===== src/rtl/pe_cfg_pkg.sv =====
// Shared definitions for PE configuration words and the context sequencer FSM.
package pe_cfg_pkg;

  localparam int CFG_W = 22;

  localparam logic [CFG_W-1:0] NOP_CFG = '0;

  // Field layout of one PE configuration word, MSB first.
  typedef struct packed {
    logic [5:0] route;
    logic [3:0] out_mask;
    logic [3:0] src_b;
    logic [3:0] src_a;
    logic [3:0] opcode;
  } pe_cfg_t;

  typedef enum logic [1:0] {
    IDLE = 2'd0,
    RUN  = 2'd1,
    DONE = 2'd2
  } seq_state_t;

  function automatic logic [3:0] cfg_opcode(input logic [CFG_W-1:0] cfg);
    pe_cfg_t f;
    f = pe_cfg_t'(cfg);
    return f.opcode;
  endfunction

endpackage


===== src/rtl/pe_context_mem.sv =====
// Context register file: DEPTH slots of {word, hold}, sync write, two async read ports.
// Port A serves the restart target (slot 0), port B serves the following slot.
module pe_context_mem
  import pe_cfg_pkg::*;
#(
  parameter int DEPTH  = 8,
  parameter int ADDR_W = 3,
  parameter int HOLD_W = 8
) (
  input  logic              clk,
  input  logic              rst,
  input  logic              i_wr_en,
  input  logic [ADDR_W-1:0] i_wr_addr,
  input  logic [CFG_W-1:0]  i_wr_data,
  input  logic [HOLD_W-1:0] i_wr_hold,
  input  logic [ADDR_W-1:0] i_rd_a_addr,
  output logic [CFG_W-1:0]  o_rd_a_data,
  output logic [HOLD_W-1:0] o_rd_a_hold,
  input  logic [ADDR_W-1:0] i_rd_b_addr,
  output logic [CFG_W-1:0]  o_rd_b_data,
  output logic [HOLD_W-1:0] o_rd_b_hold
);

  logic [CFG_W-1:0]  r_data [DEPTH];
  logic [HOLD_W-1:0] r_hold [DEPTH];

  always_ff @(posedge clk) begin
    if (rst) begin
      for (int i = 0; i < DEPTH; i++) begin
        r_data[i] <= '0;
        r_hold[i] <= '0;
      end
    end else if (i_wr_en) begin
      r_data[i_wr_addr] <= i_wr_data;
      r_hold[i_wr_addr] <= i_wr_hold;
    end
  end

  assign o_rd_a_data = r_data[i_rd_a_addr];
  assign o_rd_a_hold = r_hold[i_rd_a_addr];
  assign o_rd_b_data = r_data[i_rd_b_addr];
  assign o_rd_b_hold = r_hold[i_rd_b_addr];

endmodule


===== src/rtl/pe_context_sequencer.sv =====
// Steps a PE tile through a stored program of context words, each held hold+1 cycles.
// First word appears the cycle after start; NOP (all-zero) whenever not running.
module pe_context_sequencer
  import pe_cfg_pkg::*;
#(
  parameter int DEPTH  = 8,
  parameter int ADDR_W = 3,
  parameter int HOLD_W = 8
) (
  input  logic              clk,
  input  logic              rst,
  input  logic              cfg_wr_en,
  input  logic [ADDR_W-1:0] cfg_wr_addr,
  input  logic [CFG_W-1:0]  cfg_wr_data,
  input  logic [HOLD_W-1:0] cfg_wr_hold,
  input  logic              start,
  input  logic              stop,
  input  logic [ADDR_W:0]   num_ctx,
  input  logic              loop_en,
  output logic [CFG_W-1:0]  configuration,
  output logic              cfg_valid,
  output logic [ADDR_W-1:0] ctx_idx,
  output logic              busy,
  output logic              done
);

  seq_state_t        r_state;
  logic [ADDR_W:0]   r_num_len;
  logic [HOLD_W-1:0] r_hold_cnt;
  logic [ADDR_W-1:0] r_ctx_idx;
  logic [CFG_W-1:0]  r_cfg;
  logic              r_vld;
  logic              r_busy;
  logic              r_done;

  logic              w_mem_wr;
  logic [ADDR_W-1:0] w_nxt_idx;
  logic [CFG_W-1:0]  w_first_data;
  logic [HOLD_W-1:0] w_first_hold;
  logic [CFG_W-1:0]  w_nxt_data;
  logic [HOLD_W-1:0] w_nxt_hold;
  logic              w_last;
  logic [ADDR_W:0]   w_num_clamp;

  // The program must not change underneath a running sequence.
  assign w_mem_wr  = cfg_wr_en && (r_state != RUN);
  assign w_nxt_idx = r_ctx_idx + ADDR_W'(1);
  assign w_last    = ({1'b0, r_ctx_idx} == (r_num_len - (ADDR_W+1)'(1)));
  assign w_num_clamp = (num_ctx > (ADDR_W+1)'(DEPTH)) ? (ADDR_W+1)'(DEPTH) : num_ctx;

  pe_context_mem #(
    .DEPTH (DEPTH),
    .ADDR_W(ADDR_W),
    .HOLD_W(HOLD_W)
  ) u_mem (
    .clk        (clk),
    .rst        (rst),
    .i_wr_en    (w_mem_wr),
    .i_wr_addr  (cfg_wr_addr),
    .i_wr_data  (cfg_wr_data),
    .i_wr_hold  (cfg_wr_hold),
    .i_rd_a_addr('0),
    .o_rd_a_data(w_first_data),
    .o_rd_a_hold(w_first_hold),
    .i_rd_b_addr(w_nxt_idx),
    .o_rd_b_data(w_nxt_data),
    .o_rd_b_hold(w_nxt_hold)
  );

  always_ff @(posedge clk) begin
    if (rst) begin
      r_state    <= IDLE;
      r_num_len  <= '0;
      r_hold_cnt <= '0;
      r_ctx_idx  <= '0;
      r_cfg      <= NOP_CFG;
      r_vld      <= 1'b0;
      r_busy     <= 1'b0;
      r_done     <= 1'b0;
    end else begin
      case (r_state)
        IDLE: begin
          r_done <= 1'b0;
          if (start && (num_ctx != '0)) begin
            r_state    <= RUN;
            r_num_len  <= w_num_clamp;
            r_ctx_idx  <= '0;
            r_cfg      <= w_first_data;
            r_hold_cnt <= w_first_hold;
            r_vld      <= 1'b1;
            r_busy     <= 1'b1;
          end
        end
        RUN: begin
          if (stop) begin
            r_state <= IDLE;
            r_cfg   <= NOP_CFG;
            r_vld   <= 1'b0;
            r_busy  <= 1'b0;
          end else if (r_hold_cnt != '0) begin
            r_hold_cnt <= r_hold_cnt - HOLD_W'(1);
          end else if (!w_last) begin
            r_ctx_idx  <= w_nxt_idx;
            r_cfg      <= w_nxt_data;
            r_hold_cnt <= w_nxt_hold;
          end else if (loop_en) begin
            r_ctx_idx  <= '0;
            r_cfg      <= w_first_data;
            r_hold_cnt <= w_first_hold;
          end else begin
            r_state <= DONE;
            r_cfg   <= NOP_CFG;
            r_vld   <= 1'b0;
            r_busy  <= 1'b0;
            r_done  <= 1'b1;
          end
        end
        DONE: begin
          r_state <= IDLE;
          r_done  <= 1'b0;
        end
        default: begin
          r_state <= IDLE;
        end
      endcase
    end
  end

  assign configuration = r_cfg;
  assign cfg_valid     = r_vld;
  assign ctx_idx       = r_ctx_idx;
  assign busy          = r_busy;
  assign done          = r_done;

endmodule

===== config.mk =====
export PLATFORM = sky130hd
export DESIGN_NAME = pe_context_sequencer
export DESIGN_NICKNAME = d
export VERILOG_FILES = /design/src/rtl/pe_cfg_pkg.sv /design/src/rtl/pe_context_mem.sv /design/src/rtl/pe_context_sequencer.sv
export SDC_FILE = /design/constraint.sdc
export NUM_CORES = 1
export LEC_CHECK = 0
export ABC_CLOCK_PERIOD_IN_PS = 7600
export BUFFER_PORTS_ARGS = -buffer_cell sky130_fd_sc_hd__buf_4
export CORE_ASPECT_RATIO = 0.7
export CORE_MARGIN = 2
export CORE_UTILIZATION = 46
export CTS_BUF_LIST = sky130_fd_sc_hd__clkbuf_2 sky130_fd_sc_hd__clkbuf_4 sky130_fd_sc_hd__clkbuf_8
export CTS_CLUSTER_SIZE = 20
export DETAILED_ROUTE_END_ITERATION = 12
export PLACE_DENSITY = 0.61
export RECOVER_POWER = 100
export SLEW_MARGIN = 25
export SYNTH_ARGS = -nofsm -noshare
export SYNTH_HDL_FRONTEND = slang
export SYNTH_HIERARCHICAL = 1
export SYNTH_SLANG_ARGS = --single-unit
export TNS_END_PERCENT = 1

===== constraint.sdc =====
create_clock -name clk -period 7.6 [get_ports clk]
set_input_delay 0 -clock clk [delete_from_list [all_inputs] [get_ports clk]]
set_output_delay 0 -clock clk [all_outputs]
set_load 0.05 [all_outputs]

==> impl_metrics.xml <==
<?xml version="1.0" encoding="UTF-8"?>
<metrics>
  <group name="run_status">
    <metric name="run_status" unit="">complete, but fails checks</metric>
    <metric name="failed_checks" unit="">capacitance limit, slew limit</metric>
  </group>
  <group name="timing">
    <metric name="fin_crit_sh" unit="%">68.8</metric>
    <metric name="timing.final.hold_violations" unit="">0</metric>
    <metric name="slew_at_the_pin_closest_to_its_max_slew_limit" unit="ns">3.94</metric>
    <metric name="report.final.slew_viol_count" unit="">198</metric>
    <metric name="min_period" unit="ns">5.23</metric>
    <metric name="clock_skew" unit="ns">0.0361</metric>
    <metric name="max_freq" unit="MHz">191</metric>
    <metric name="worst_slack" unit="ns">2.37</metric>
    <metric name="setup-tns-final" unit="ns">0</metric>
    <metric name="maxSlewHeadroom" unit="%">-163</metric>
    <metric name="setup_repair_after_global_routing_missed_its_margin" unit="">no</metric>
    <metric name="hold_slack" unit="ns">0.327</metric>
    <metric name="finalSetupViolCount" unit="">0</metric>
  </group>
  <group name="power">
    <metric name="power.leakage" unit="nW">6.03</metric>
    <metric name="powerDensity" unit="nW/µm²">213</metric>
    <metric name="finalPower" unit="mW">3.67</metric>
    <metric name="seq_power_share" unit="%">49.1</metric>
    <metric name="switching_power" unit="µW">988</metric>
    <metric name="clkPwrFrac" unit="%">36.7</metric>
    <metric name="cell_internal_pwr" unit="mW">2.68</metric>
    <metric name="power.share.switching" unit="%">26.9</metric>
    <metric name="comb_power_share" unit="%">14.3</metric>
    <metric name="irDropWorstVdd" unit="µV">131</metric>
  </group>
  <group name="yosys">
    <metric name="synth_sequential_area_ratio" unit="%">51.7</metric>
    <metric name="ys_dominant_reg_cell" unit="">edfxtp_1</metric>
    <metric name="post_synth.cell_area_avg" unit="µm²">14.9</metric>
    <metric name="yosysUniqueCellTypes" unit="">72</metric>
    <metric name="yosys.area.top_type" unit="">edfxtp_1</metric>
    <metric name="ys_seq_elements" unit="">281</metric>
    <metric name="async_flop_share" unit="%">0</metric>
    <metric name="edff_count_synth" unit="">240</metric>
    <metric name="netlist_top_cells_area" unit="">edfxtp_1 46%, mux4_1 17%, nor3_1 6.0%</metric>
    <metric name="synth_area" unit="µm²">15500</metric>
    <metric name="synthesis.instances" unit="">1039</metric>
    <metric name="yosysTopAreaCellShare" unit="%">46.4</metric>
    <metric name="ys_warn_count" unit="">6</metric>
  </group>
  <group name="global_routing">
    <metric name="antenna_found_initial" unit="">1</metric>
    <metric name="grt_overflow_total" unit="">0</metric>
    <metric name="overall_routing_resource_usage" unit="%">23.4</metric>
    <metric name="fraction_of_met2_tracks_used_by_global_routing" unit="%">37.9</metric>
    <metric name="grt_max_degree" unit="">94</metric>
    <metric name="grt_pass1_wl" unit="µm">62000</metric>
    <metric name="grt_use_met3" unit="%">4.45</metric>
    <metric name="use_met1" unit="%">33.1</metric>
    <metric name="global_route_layer_with_the_greatest_usage" unit="">met2</metric>
    <metric name="number_of_global_route_vias_before_repair" unit="">10109</metric>
  </group>
  <group name="clock_tree">
    <metric name="clkSinkCount" unit="">281</metric>
    <metric name="cts_buffers" unit="">45</metric>
    <metric name="max-clock-path-buffers" unit="">3</metric>
    <metric name="cts_root_buffer" unit="">clkbuf_8</metric>
    <metric name="clkSlewWorstSetupHoldPaths" unit="ns">0.06</metric>
    <metric name="clock_latency" unit="ns">0.59</metric>
    <metric name="tritoncts" unit="">yes</metric>
    <metric name="cts.repair_timing.setup_buffer_count" unit="">0</metric>
    <metric name="cts-htree-levels" unit="">2</metric>
  </group>
  <group name="cells_and_area">
    <metric name="share_of_post_route_cells_with_drive_strength_above_1" unit="%">20.3</metric>
    <metric name="leading_cell_type_in_the_layout_fill_and_taps_excluded" unit="">edfxtp_1</metric>
    <metric name="p_r_area_growth_vs_syn" unit="%">11.0</metric>
    <metric name="final_net_count" unit="">1178</metric>
    <metric name="finalNonFillerCells" unit="">1602</metric>
    <metric name="layout.cells.most_common_list" unit="">240 x edfxtp_1, 236 x nor3_1, 102 x mux4_1, 56 x mux2_2, 55 x buf_4</metric>
    <metric name="area_of_all_placed_cells_without_fillers" unit="µm²">17200</metric>
    <metric name="post-route-util" unit="%">51.7</metric>
    <metric name="antenna_cells" unit="">0</metric>
  </group>
  <group name="setup_path">
    <metric name="worstSetupPathType" unit="">register to register</metric>
    <metric name="critPathArrivalTime" unit="ns">5.70</metric>
    <metric name="critPathMaxFanout" unit="">60</metric>
    <metric name="worst_r2r_path_depth" unit="">8</metric>
    <metric name="setup.worst_path.end_class" unit="">register</metric>
    <metric name="crit_path_start_kind" unit="">register</metric>
    <metric name="timing.critical_path.required" unit="ns">8.07</metric>
    <metric name="r2r_setup_slack" unit="ns">2.37</metric>
  </group>
  <group name="min_path">
    <metric name="cells_on_worst_hold_path" unit="">4</metric>
    <metric name="worstHoldPathType" unit="">input port to register</metric>
  </group>
  <group name="route">
    <metric name="drtPass1Iterations" unit="">6</metric>
    <metric name="drt-wirelength-per-cell" unit="µm">25.5</metric>
    <metric name="drc_errors" unit="">0</metric>
    <metric name="route.final.wire_length" unit="µm">40900</metric>
    <metric name="vias_per_cell" unit="">6.25</metric>
    <metric name="drt-initial-drc-count" unit="">746</metric>
    <metric name="antenna_violating_nets_post_route" unit="">0</metric>
    <metric name="via_count" unit="">10009</metric>
  </group>
  <group name="die">
    <metric name="boundaryPins" unit="">71</metric>
    <metric name="horizontal_extent_of_the_die" unit="µm">224</metric>
    <metric name="fp.dieH" unit="µm">158</metric>
    <metric name="die_area" unit="µm²">35300</metric>
    <metric name="starting_density_of_the_core" unit="%">46.5</metric>
    <metric name="coreArea" unit="µm²">33400</metric>
    <metric name="rows" unit="">56</metric>
  </group>
  <group name="place">
    <metric name="detailedPlacementHpwl" unit="µm">21900</metric>
    <metric name="dpl.cell_count" unit="">1469</metric>
    <metric name="dpl_cell_area" unit="µm²">16300</metric>
    <metric name="post_place_setup_slack" unit="ns">4.35</metric>
    <metric name="place.gp.congestion" unit="">0.837</metric>
    <metric name="port_buffers" unit="">70</metric>
  </group>
  <group name="flow_run">
    <metric name="max_cap_violations" unit="">6</metric>
  </group>
</metrics>
synth_stat cells, drive strengths merged, types with 6 or more instances:
| cell | number |
|---|---|
| inv | 10 |
| nor2b | 6 |
| nand2 | 13 |
| a21oi | 9 |
| a221oi | 23 |
| o21ai | 26 |
| clkbuf | 61 |
| dfxtp | 41 |
| nor2 | 31 |
| mux4 | 120 |
| o21bai | 8 |
| edfxtp | 240 |
| nor3 | 244 |
| mux2 | 62 |
| clkinv | 31 |
| buf | 41 |
metal layers:
layer  vias to the layer above  wire length (µm)
met5                         -                 0
met4                         0               579
met3                        56              2800
met2                       365             19100
met1                      5130             18400
li1                       4458                 -
power by group through the flow:
stage          Clock (mW)  Sequential, mW  Combinational (mW)
4_1_cts              1.38            1.80               0.546
5_1_grt              1.44            1.81               0.556
3_3_place_gp            0            1.83               0.517
2_1_floorplan           0            1.87               0.330
3_5_place_dp            0            1.83               0.524
6_report             1.35            1.80               0.524
registers in the layout, indices dropped and copies added, names as in the netlist:
name,count
configuration,22
u_mem/r_hold,64
r_state,2
done,1
r_num_len,4
ctx_idx,3
r_hold_cnt,8
u_mem/r_data,176
busy,1
kinds of logic (layout without fill, tap and decap cells):
group           after synthesis  in the layout  synth area share [%]
compound gates              103            103                  5.80
xor+xnor                      6              6                 0.387
fa+ha+maj                     4              4                 0.322
buf+inv                     143            267                  4.93
flops                       281            281                  51.7
mux                         186            186                  24.6
other cells                   1              5                0.0242
simple gates                315            315                  12.2
area by class of cell:
| cell class | instances | area (µm²) |
|---|---|---|
| well taps | 435 | 544 |
| clock buffers | 63 | 773 |
| flip-flops and latches | 281 | 8030 |
| multi-input cells | 619 | 6490 |
| inverters | 41 | 156 |
| fillers | 2850 | 16100 |
| clock inverters | 20 | 139 |
| repair buffers | 143 | 1100 |
worst paths after layout:
| path | start | to |
|---|---|---|
| worst min-delay path | num_ctx[0] | busy |
| worst max register to register | ctx_idx[0] | r_hold_cnt[2] |
| worst max-delay path | ctx_idx[0] | r_hold_cnt[2] |
| worst min register to register | configuration[4] | configuration[4] |
repair_timing:
action / CTS / global route
hold buffers: 49 / 0
gates resized for setup: 0 / 0
hold endpoints to repair: 260 / 0
critical path: stages, from the launching register on:
cell and delay (ns):
dfxtp_1 0.44, ha_1 0.31, xor2_4 0.15, clkbuf_1 2.77, mux4_1 0.56, mux2_1 0.38
o21ai_0 0.09, a21boi_0 0.11, o221a_2 0.27
(Power assumes the default switching activity.)
